$ cat config.mk
export PLATFORM = sky130hd
export DESIGN_NAME = apb_master_arbiter
export DESIGN_NICKNAME = d
export VERILOG_FILES = /design/src/rtl/apb_master_arbiter.sv
export SDC_FILE = /design/constraint.sdc
export NUM_CORES = 1
export LEC_CHECK = 0
export CAP_MARGIN = 5
export CORE_AREA = 2 2 165 167
export DETAILED_ROUTE_END_ITERATION = 7
export DIE_AREA = 0 0 167 169
export GPL_TIMING_DRIVEN = 0
export PLACE_DENSITY = 0.65
export SYNTH_ARGS = -nofsm -noshare
export SYNTH_HDL_FRONTEND = slang
export SYNTH_SLANG_ARGS = --single-unit
$ cat constraint.sdc
create_clock -name clk_i -period 7.48 [get_ports clk_i]
set_input_delay 1.496 -clock clk_i [delete_from_list [all_inputs] [get_ports clk_i]]
set_output_delay 1.496 -clock clk_i [all_outputs]
set_load 0.05 [all_outputs]
$ cat src/rtl/apb_master_arbiter.sv
// Round-robin arbiter sharing one APB master port between NUM_REQ requesters.
// Optional ACCESS-phase timeout abort: define APB_ARB_TIMEOUT_EN.
module apb_master_arbiter #(
  parameter int NUM_REQ        = 4,
  parameter int ADDR_WIDTH     = 32,
  parameter int DATA_WIDTH     = 32,
  parameter int TIMEOUT_CYCLES = 256
) (
  input  logic                            clk_i,
  input  logic                            arst_i,
  input  logic [NUM_REQ-1:0]              req_valid_i,
  output logic [NUM_REQ-1:0]              req_ready_o,
  input  logic [NUM_REQ-1:0]              req_write_i,
  input  logic [NUM_REQ*ADDR_WIDTH-1:0]   req_addr_i,
  input  logic [NUM_REQ*DATA_WIDTH-1:0]   req_wdata_i,
  input  logic [NUM_REQ*DATA_WIDTH/8-1:0] req_strb_i,
  output logic [NUM_REQ-1:0]              rsp_valid_o,
  output logic [DATA_WIDTH-1:0]           rsp_rdata_o,
  output logic                            rsp_slverr_o,
  output logic                            psel_o,
  output logic                            penable_o,
  output logic                            pwrite_o,
  output logic [ADDR_WIDTH-1:0]           paddr_o,
  output logic [DATA_WIDTH-1:0]           pwdata_o,
  output logic [DATA_WIDTH/8-1:0]         pstrb_o,
  input  logic                            pready_i,
  input  logic                            pslverr_i,
  input  logic [DATA_WIDTH-1:0]           prdata_i
);

  localparam int SW = DATA_WIDTH / 8;
  localparam int IW = (NUM_REQ > 1) ? $clog2(NUM_REQ) : 1;

  typedef enum logic [1:0] {
    IDLE,
    SETUP,
    ACCESS
  } state_t;

  state_t        state, state_n;
  logic [IW-1:0] ptr, gnt, pick;
  logic [IW:0]   sum;
  logic          found;
  logic          done, abort;

  // First valid requester at or above ptr, wrapping
  always_comb begin
    found = 1'b0;
    pick  = ptr;
    sum   = '0;
    for (int i = 0; i < NUM_REQ; i++) begin
      sum = {1'b0, ptr} + (IW+1)'(i);
      if (sum >= (IW+1)'(NUM_REQ))
        sum = sum - (IW+1)'(NUM_REQ);
      if (!found && req_valid_i[sum[IW-1:0]]) begin
        found = 1'b1;
        pick  = sum[IW-1:0];
      end
    end
  end

  always_comb begin
    req_ready_o = '0;
    if (state == IDLE && found && !arst_i)
      req_ready_o[pick] = 1'b1;
  end

  assign done = (state == ACCESS) && pready_i;

`ifdef APB_ARB_TIMEOUT_EN
  localparam int CW = $clog2(TIMEOUT_CYCLES + 1);
  logic [CW-1:0] cnt;

  assign abort = (state == ACCESS) && !pready_i &&
                 (cnt == CW'(TIMEOUT_CYCLES - 1));

  // Zero outside ACCESS, so it is clear on every ACCESS entry
  always_ff @(posedge clk_i or posedge arst_i) begin
    if (arst_i)
      cnt <= '0;
    else if (state != ACCESS)
      cnt <= '0;
    else if (!pready_i)
      cnt <= cnt + 1'b1;
  end
`else
  assign abort = 1'b0;
`endif

  always_comb begin
    state_n = state;
    unique case (state)
      IDLE:    if (found) state_n = SETUP;
      SETUP:   state_n = ACCESS;
      ACCESS:  if (done || abort) state_n = IDLE;
      default: state_n = IDLE;
    endcase
  end

  always_ff @(posedge clk_i or posedge arst_i) begin
    if (arst_i) begin
      state        <= IDLE;
      ptr          <= '0;
      gnt          <= '0;
      psel_o       <= 1'b0;
      penable_o    <= 1'b0;
      pwrite_o     <= 1'b0;
      paddr_o      <= '0;
      pwdata_o     <= '0;
      pstrb_o      <= '0;
      rsp_valid_o  <= '0;
      rsp_rdata_o  <= '0;
      rsp_slverr_o <= 1'b0;
    end else begin
      state        <= state_n;
      psel_o       <= (state_n != IDLE);
      penable_o    <= (state_n == ACCESS);
      rsp_valid_o  <= '0;
      rsp_rdata_o  <= '0;
      rsp_slverr_o <= 1'b0;
      if (state == IDLE && found) begin
        gnt      <= pick;
        ptr      <= (pick == IW'(NUM_REQ - 1)) ? '0 : pick + 1'b1;
        pwrite_o <= req_write_i[pick];
        paddr_o  <= req_addr_i[pick*ADDR_WIDTH +: ADDR_WIDTH];
        pwdata_o <= req_wdata_i[pick*DATA_WIDTH +: DATA_WIDTH];
        pstrb_o  <= req_write_i[pick] ? req_strb_i[pick*SW +: SW] : '0;
      end
      if (done || abort) begin
        rsp_valid_o[gnt] <= 1'b1;
        rsp_slverr_o     <= abort | pslverr_i;
        rsp_rdata_o      <= (done && !pwrite_o) ? prdata_i : '0;
      end
    end
  end

endmodule

* After elaboration in Yosys (flattened, before gate mapping)
Index checks and enable logic that the tools add are counted.
Cells by class: add/sub/neg operators 8, shift operators 3, magnitude comparators 12, reduce and logical (&&, ||, !) cells 16, eq/ne operators 4, multiplexer cells 36
Operators by type and width (number):
- $shiftx A128 B8 Y32 | 2
- $mux W32 | 2
- $mux W2 | 11
- $lt A2 B3 Y1 const B | 6
- $shiftx A16 B5 Y4 | 1
- $mux W1 | 12
- $mux W4 | 3
- $bmux W1 S2 | 5
- $ge A3 B3 Y1 const B | 3
- $logic_and A1 B1 Y1 | 9
- $sub A2 B1 Y2 const B | 4
- $add A2 B2 Y3 const B | 2
- $eq A2 B2 Y1 const B | 3
- $pmux W2 S3 | 1
- $logic_not A1 Y1 | 5
- $demux W1 S2 | 2
- $ge A2 B1 Y1 const B | 2
- $add A2 B1 Y3 const B | 1
- $ge A2 B3 Y1 const B | 1
- $add A2 B1 Y2 const B | 1
- $eq A2 B1 Y1 const B | 1
- $logic_not A2 Y1 | 1
- $reduce_bool A2 Y1 | 1
Word-level totals: output and inout bits 112, word-level logic and storage cells 91, input port bits 316, register bits after elaboration 114

* Logic depth before layout (Yosys ltp)
Gate-level depths: netlist (run 1).
word-level depth 19, gate-level depth with buffers 8, gate-level depth less buffers 7

* Worst setup path after synthesis (run 1)
No wires, ideal clock.
path kind input port to output port, start in arst_i, end out req_ready_o[1], path buffers 0, stages on the path 2, arrival 4656 ps, data required time 5984 ps, slack 1328 ps, cells stage by stage inv_1 > and3_1
On the way: cells in the longest elaborated chain, start to end 3
Ends and longest elaborated chain:
- start, declared | line 10 | input logic arst_i,
- $logic_not A1 Y1 (no line)
- $logic_and A1 B1 Y1 | line 64 | if (state == IDLE && found && !arst_i)
- $mux W4 | line 64
- end, declared | line 12 | output logic [NUM_REQ-1:0] req_ready_o,
Every way passes these cells.

* Worst setup path in the final report (run 1)
start in req_valid_i[0], end out req_ready_o[0]
On the way: cells in the longest elaborated chain, start to end 17, elaborated cells between the ends (all ways) 30, those cells by class order compare: 2; mux: 19; reduce/logical: 9
Ends and longest elaborated chain:
- start, declared | line 11 | input logic [NUM_REQ-1:0] req_valid_i,
- $bmux W1 S2 | line 55 | if (!found && req_valid_i[sum[IW-1:0]]) begin
- $mux W1 (implied by the code) | line 55
- $mux W1 | line 55
- $logic_not A1 Y1 | line 55
- $logic_and A1 B1 Y1 | line 55
- $mux W1 | line 55
- $logic_not A1 Y1 | line 55
- $logic_and A1 B1 Y1 | line 55
- $mux W1 | line 55
- $logic_not A1 Y1 | line 55
- $logic_and A1 B1 Y1 | line 55
- $mux W2 | line 55
- $lt A2 B3 Y1 (implied by the code) or $ge A2 B1 Y1 (tied branches) | line 65 | req_ready_o[pick] = 1'b1;
- $logic_and A1 B1 Y1 (implied by the code) | line 65
- $mux W1 (implied by the code) | line 65
- $demux W1 S2 | line 65
- $mux W4 * | line 64
Mark *: on every way between the ends. The rest lies on a longest branch, timed or not. The select of a mux whose other input is x is not followed.

==> impl_results.md, run 1 <==
- DR WL/cell: 21.2 um
- FILL cells: 2,578
- Drt pass-1 iters: 5
- Antenna Cells: 0
- Total Wirelength: ~31 mm
- Mean Syn Cell Area: 9.45 um^2
- WP data arrival: around 5 ns
- Largest net degree at the start of global routing: 81
- End of the worst register-to-register path: pstrb_o[3]
- Clock-pin slew on the worst setup and hold paths: ~0.060 ns
- Worst R2R Setup Slack: approximately 4.5 ns
- Slowest cell on the critical path: o221ai_2
- Core outline area: about 0.027 mm^2
- # rows: 60
- Hold depth: 2
- Vias in the first global route: 7,520
- DIE AREA: about 0.028 mm^2
- Synth warnings: 0
- Reg-to-Reg Start: ptr[1]
- Largest stage delay on the critical path: around 0.88 ns
- CTS Hold Bufs: 0
- Worst vdd ir: roughly 180 uV
- Final GP Congestion: ~0.9
- Final Non-Filler Cells: around 1.5k
- Slew @ Worst Pin: 1.18 ns
- Cells after synthesis: between 600 and 700
- Initial Util: 0.240
- Die width: 167 um
- Commonest cells in the synthesized netlist: 133 x and3_1, 128 x a211oi_1, 114 x dfrtp_1, 71 x nand2_1, 64 x o31ai_1
- Hold Crit Class: flip-flop to flip-flop
- Worst clock skew: about 0.0096 ns
- Worst slew margin: 0.212
- Final hold vios: 0
- Outcome: finished clean
- Main synth FF type: dfrtp_1
- Share of layout cells above drive strength 1: 0.0512
- Hold Path End: pwdata_o[25]
- P&R area growth vs syn: 83.8%
- Hold_sp: pwdata_o[25]
- RSZ-0062 raised after global routing: no
- Worst-path fanout max: 11
- PortBufs: 427
- Yosys reg bits: about 110
- CTS max path bufs: 2
- Via/cell ratio: 5.05
- Sequential Area: 0.00285 mm^2
- Initial DRC count: 482
- DR DRC count: 0
- Crit path max-delay family: buffers and inverters
- Post-synth top area cell: dfrtp_1
- Sink Count: 114
- Final ANT Viol Nets: 0
- Critical path class: primary input to primary output
- CTS Root Cell: clkbuf_16
- Post-synth EDFFs: 0
- Slew Limit Fails: 0
- Setup tns final: 0 ns
- Global route total overflow: 0
- Nets: around 1.4k
- Initial antenna violation count: 0
- Vert. Die Dim: about 170 um
- Most common cell in the netlist: and3_1
- Dpl cells: 1,441
- Period minus WS final: between 6 and 7 ns
- HPWL after DPL: 24.4 mm
- Register area share after synthesis: 0.449
- Cts repair resizes: 0
- # IOs: roughly 430
- Post-Syn Area: around 0.0063 mm^2
- First-pass GRT wire length: 46.0 mm
- Vias: 7,435
- Yosys cell types: 34
- Multi-input combinational cell area: about 0.0032 mm^2
- Crit path top cell by count: clkdlybuf4s50_1
- Max frequency: approximately 150 MHz
- Synth top area cells: dfrtp_1 45%, a211oi_1 15%, and3_1 13%
- Startpoint types: primary input
- Reg2Reg Depth: 6
- CTS buffer count: 17
- Leak: 4.92 nW
- Syn_nets: 992
- H-tree depth: 4
- Ys async rst share: 1.00
- CP endpoint kind: primary output
- CP Cell Sequence: clkdlybuf4s50_1, nor2b_1, a21oi_1, o221ai_2, clkbuf_1, ha_1, and3_1, clkdlybuf4s50_1
- Setup-failing EPs final: 0
- Max cap viols: 0
- Period utilization: 0.865
- Required @ worst endpoint: 5.98 ns
- Clock Latency Late Sink: ~0.42 ns
- Buffers & Inverters on Critical Path: 3
- Postcts setup bufs: 0
- Gr usage total: 0.216
- Post-synth top area share: 0.449
- CTS tree: built
- PD cells: between 400 and 500 mW/mm^2
[how the worst max path moves through the flow]
stage | start | to | slack [ns] | cells after the start
2_1_floorplan | arst_i | req_ready_o[1] | 1.33 | 2
3_3_place_gp | arst_i | req_ready_o[3] | -0.86 | 4
3_5_place_dp | req_valid_i[0] | req_ready_o[0] | 1.01 | 8
4_1_cts | req_valid_i[0] | req_ready_o[0] | 1.0 | 8
5_1_grt | req_valid_i[0] | req_ready_o[0] | 0.77 | 8
6_report | req_valid_i[0] | req_ready_o[0] | 1.01 | 8
[placed cells by master (no fill, tap or decap), types with 2 or more instances in the layout]
master,count
mux4_2,4
nor3_1,2
nand3_1,3
a32o_1,4
and2_1,33
nand2_1,71
o21ai_0,5
mux2i_1,2
o21ai_1,2
clkdlybuf4s50_1,427
inv_1,3
inv_8,5
clkinvlp_4,2
a21oi_1,2
nor2_1,4
nor2b_1,4
buf_2,11
and3_1,133
inv_6,7
clkbuf_16,17
buf_4,5
nand2b_1,2
o31ai_1,64
clkbuf_1,59
dfrtp_1,114
ha_1,4
a211oi_1,128
[stage by stage]
step | setup slack, ns | hold WS (ns) | instance area [um^2] | power (W) | util
6_report | 1.01 | 0.475 | 11700 | 0.00468 | 0.440
5_1_grt | 0.770 | 0.501 | 11700 | 0.00496 | 0.440
4_1_cts | 0.999 | 0.478 | 11700 | 0.00472 | 0.440
3_5_place_dp | 1.01 | 0.466 | 11100 | 0.00387 | 0.418
3_3_place_gp | -0.860 | 0.460 | 11100 | 0.00385 | 0.417
2_1_floorplan | 1.33 | 0.448 | 6350 | 0.00275 | -
[per-layer routing]
layer | vias up | GRT usage | routed length [um]
met3 | 63 | 0.0596 | 2470
met2 | 371 | 0.363 | 15000
met1 | 3564 | 0.260 | 12600
li1 | 3437 | - | -
met4 | 0 | 0.0933 | 1200
met5 | - | 0 | 0
[worst min-delay path, stage by stage, from the launching register on]
cell and delay, ns:
dfrtp_1 0.34, nand2_1 0.05, o31ai_1 0.05
[kinds of logic after synthesis]
| group | count (synthesis) | synth area share |
|---|---|---|
| compound gates | 211 | 0.249 |
| fa+ha+maj | 4 | 0.00788 |
| buf+inv | 80 | 0.0524 |
| flops | 114 | 0.449 |
| mux | 7 | 0.0191 |
| simple gates | 256 | 0.222 |
[layout make-up]
cell class / instances / share of cell area
timing repair buffer: 428 / 0.369
multi-input combinational: 478 / 0.271
sequential: 114 / 0.244
tap: 341 / 0.0366
clock buffer: 17 / 0.0364
buffer: 75 / 0.0269
clock inverter: 15 / 0.0139
inverter: 5 / 0.00204
[state kept, by name, indices dropped and copies added (netlist names)]
name          flops
gnt               2
paddr_o          32
penable_o         1
psel_o            1
pstrb_o           4
ptr               2
pwdata_o         32
pwrite_o          1
rsp_rdata_o      32
rsp_slverr_o      1
rsp_valid_o       4
state             2
[power breakdown]
part	internal (W)	switching, W	total [W]
registers	0.000854	0.000134	0.000989
clock network	0.000475	0.000359	0.000834
logic	0.000988	0.00187	0.00286
total	0.00232	0.00236	0.00468
(Power assumes the default switching activity.)
==> run 2, diff against run 1 <==
--- a/config.mk
+++ b/config.mk
@@ -5,11 +5,11 @@
 export SDC_FILE = /design/constraint.sdc
 export NUM_CORES = 1
 export LEC_CHECK = 0
+export ABC_CLOCK_PERIOD_IN_PS = 7480
 export CAP_MARGIN = 5
 export CORE_AREA = 2 2 165 167
 export DETAILED_ROUTE_END_ITERATION = 7
 export DIE_AREA = 0 0 167 169
-export GPL_TIMING_DRIVEN = 0
 export PLACE_DENSITY = 0.65
 export SYNTH_ARGS = -nofsm -noshare
 export SYNTH_HDL_FRONTEND = slang
==> impl_results.md, run 2 (synthesized netlist as in run 1, its figures left out) <==
- Outcome: finished clean (unchanged)
- Max cap viols: 0 (unchanged)
- Global route total overflow: 0 (unchanged)
- Cts repair resizes: 0 (unchanged)
- Share of layout cells above drive strength 1: 0.0525 (was 0.0512)
- Setup tns final: 0 ns (unchanged)
- Worst clock skew: 0.0154 ns (was 0.00965 ns)
- WP data arrival: 4.98 ns (about the same)
- Drt pass-1 iters: 6 (was 5)
- Crit path top cell by count: clkdlybuf4s50_1 (unchanged)
- # IOs: 428 (unchanged)
- Slew Limit Fails: 0 (unchanged)
- H-tree depth: 4 (unchanged)
- CTS tree: built (unchanged)
- Power, Total: 0.00449 W (was 0.00468 W)
- CTS Hold Bufs: 0 (unchanged)
- Initial Util: 0.240 (unchanged)
- Largest regs: paddr_o: 32 flops, pwdata_o: 32 flops, rsp_rdata_o: 32 flops (unchanged)
- Critical path class: primary input to primary output (unchanged)
- Worst-path fanout max: 31 (was 11)
- Largest net degree at the start of global routing: 73 (was 81)
- Gr usage total: 0.187 (was 0.216)
- # rows: 60 (unchanged)
- P&R area growth vs syn: 80.2% (was 83.8%)
- CTS Root Cell: clkbuf_16 (unchanged)
- Initial antenna violation count: 0 (unchanged)
- DR DRC count: 0 (unchanged)
- HPWL after DPL: 19.6 mm (was 24.4 mm)
- Largest stage delay on the critical path: 0.80 ns (was 0.88 ns)
- Nets: 1,374 (was 1,439)
- Startpoint types: primary input (unchanged)
- PD cells: 393 mW/mm^2 (was 401 mW/mm^2)
- Worst slew margin: 0.306 (was 0.212)
- First-pass GRT wire length: 41.0 mm (was 46.0 mm)
- Period minus WS final: 6.48 ns (was 6.47 ns)
- CP endpoint kind: primary output (unchanged)
- CTS max path bufs: 2 (unchanged)
- Final ANT Viol Nets: 0 (unchanged)
- Clock-pin slew on the worst setup and hold paths: 0.06 ns (about the same)
- Leak: 4.82 nW (was 4.92 nW)
- Core outline area: 0.0265 mm^2 (unchanged)
- CTS buffer count: 17 (unchanged)
- Vias: 6,939 (was 7,435)
- Max frequency: 154 MHz (about the same)
- Vias in the first global route: 6,963 (was 7,520)
- Worst vdd ir: 287 uV (was 184 uV)
- Final GP Congestion: 0.850 (was 0.896)
- Final hold vios: 0 (unchanged)
- FILL cells: 2,602 (was 2,578)
- Slew @ Worst Pin: 1.04 ns (was 1.18 ns)
- Setup-failing EPs final: 0 (unchanged)
- Total Wirelength: 27.4 mm (was 31.3 mm)
- Multi-input combinational cell area: 0.00320 mm^2 (was 0.00316 mm^2)
- Antenna Cells: 0 (unchanged)
- RSZ-0062 raised after global routing: no (unchanged)
- Via/cell ratio: 4.93 (was 5.05)
- Sink Count: 114 (unchanged)
- Commonest cells after routing, fill and taps aside: 427 x clkdlybuf4s50_1, 133 x and3_1, 128 x a211oi_1 (unchanged)
- Required @ worst endpoint: 5.98 ns (about the same)
- DIE AREA: 0.0282 mm^2 (unchanged)
- PortBufs: 427 (unchanged)
- Clock Latency Late Sink: 0.41 ns (was 0.42 ns)
- Most common cell after layout, fill and taps aside: clkdlybuf4s50_1 (unchanged)
- Initial DRC count: 433 (was 482)
- Sequential Area: 0.00285 mm^2 (unchanged)
- Slowest cell on the critical path: o221ai_4 (was o221ai_2)
- Hold Crit Class: flip-flop to flip-flop (unchanged)
- Die width: 167 um (unchanged)
- Postcts setup bufs: 0 (unchanged)
- CP Cell Sequence: clkdlybuf4s50_1, nor2b_1, a21oi_1, o221ai_4, inv_2, ha_1, and3_1, clkdlybuf4s50_1 (was clkdlybuf4s50_1, nor2b_1, a21oi_1, o221ai_2, clkbuf_1, ha_1, and3_1, clkdlybuf4s50_1)
- Period utilization: 0.866 (was 0.865)
- Vert. Die Dim: 169 um (unchanged)
- DR WL/cell: 19.5 um (was 21.2 um)
[run 2: cell count changes in the layout (fill, tap and decap cells not counted), sizes merged]
| cell | previous run | this run |
|---|---|---|
| buf | 17 | 11 |
| clkinvlp | 2 | 3 |
| clkbuf | 76 | 17 |
| inv | 16 | 15 |
[run 2: through the flow]
step / area (um^2) / hold slack [ns] / worst slack, ns / std cells / utilization
final: 11400 / 0.472 / 1.00 / 1408 / 0.432
after global placement: 10900 / 0.458 / 1.06 / 1376 / 0.410
after floorplan: 6350 / 0.448 / 1.33 / 672 / -
after global routing: 11400 / 0.500 / 0.728 / 1408 / 0.432
after CTS: 11400 / 0.478 / 0.922 / 1408 / 0.432
after detailed placement: 10900 / 0.465 / 0.917 / 1376 / 0.410
[run 2: worst max-delay path: cells and delay by family]
family / cells / cell delay [ns]
AND/OR/NAND/NOR: 2 / 0.41
adder cells (fa/ha/maj): 1 / 0.35
buffers and inverters: 3 / 1.81
AO/OA/AOI/OAI: 2 / 0.90
[run 2: cell type report]
cell class | instances | area share
Tap cell | 341 | 0.0373
Clock inverter | 15 | 0.0139
Multi-Input combinational cell | 478 | 0.280
Clock buffer | 17 | 0.0372
Timing Repair Buffer | 438 | 0.381
Inverter | 5 | 0.00186
Sequential cell | 114 | 0.249
[run 2: path summary, 6_finish.rpt]
kind,startpoint,end,slack [ns],cells after the start
worst max-delay path,req_valid_i[3],req_ready_o[1],1.00,8
worst min-delay path,pwdata_o[28],pwdata_o[28],0.47,2
worst max register to register,ptr[1],pstrb_o[3],4.06,7
worst min register to register,pwdata_o[28],pwdata_o[28],0.47,2
max in group asynchronous,arst_i,penable_o,4.65,3
min in group asynchronous,arst_i,rsp_rdata_o[28],1.59,2
[run 2: where the power goes]
part	switching [W]	total, W	internal [W]
clock network	0.000353	0.000826	0.000473
registers	0.000134	0.000988	0.000854
logic	0.00174	0.00268	0.000938
[run 2: layer usage]
layer,GRT usage,routed length [um]
met1,0.232,11500
met5,0,0
met2,0.320,13400
met4,0.0491,402
met3,0.0498,2000
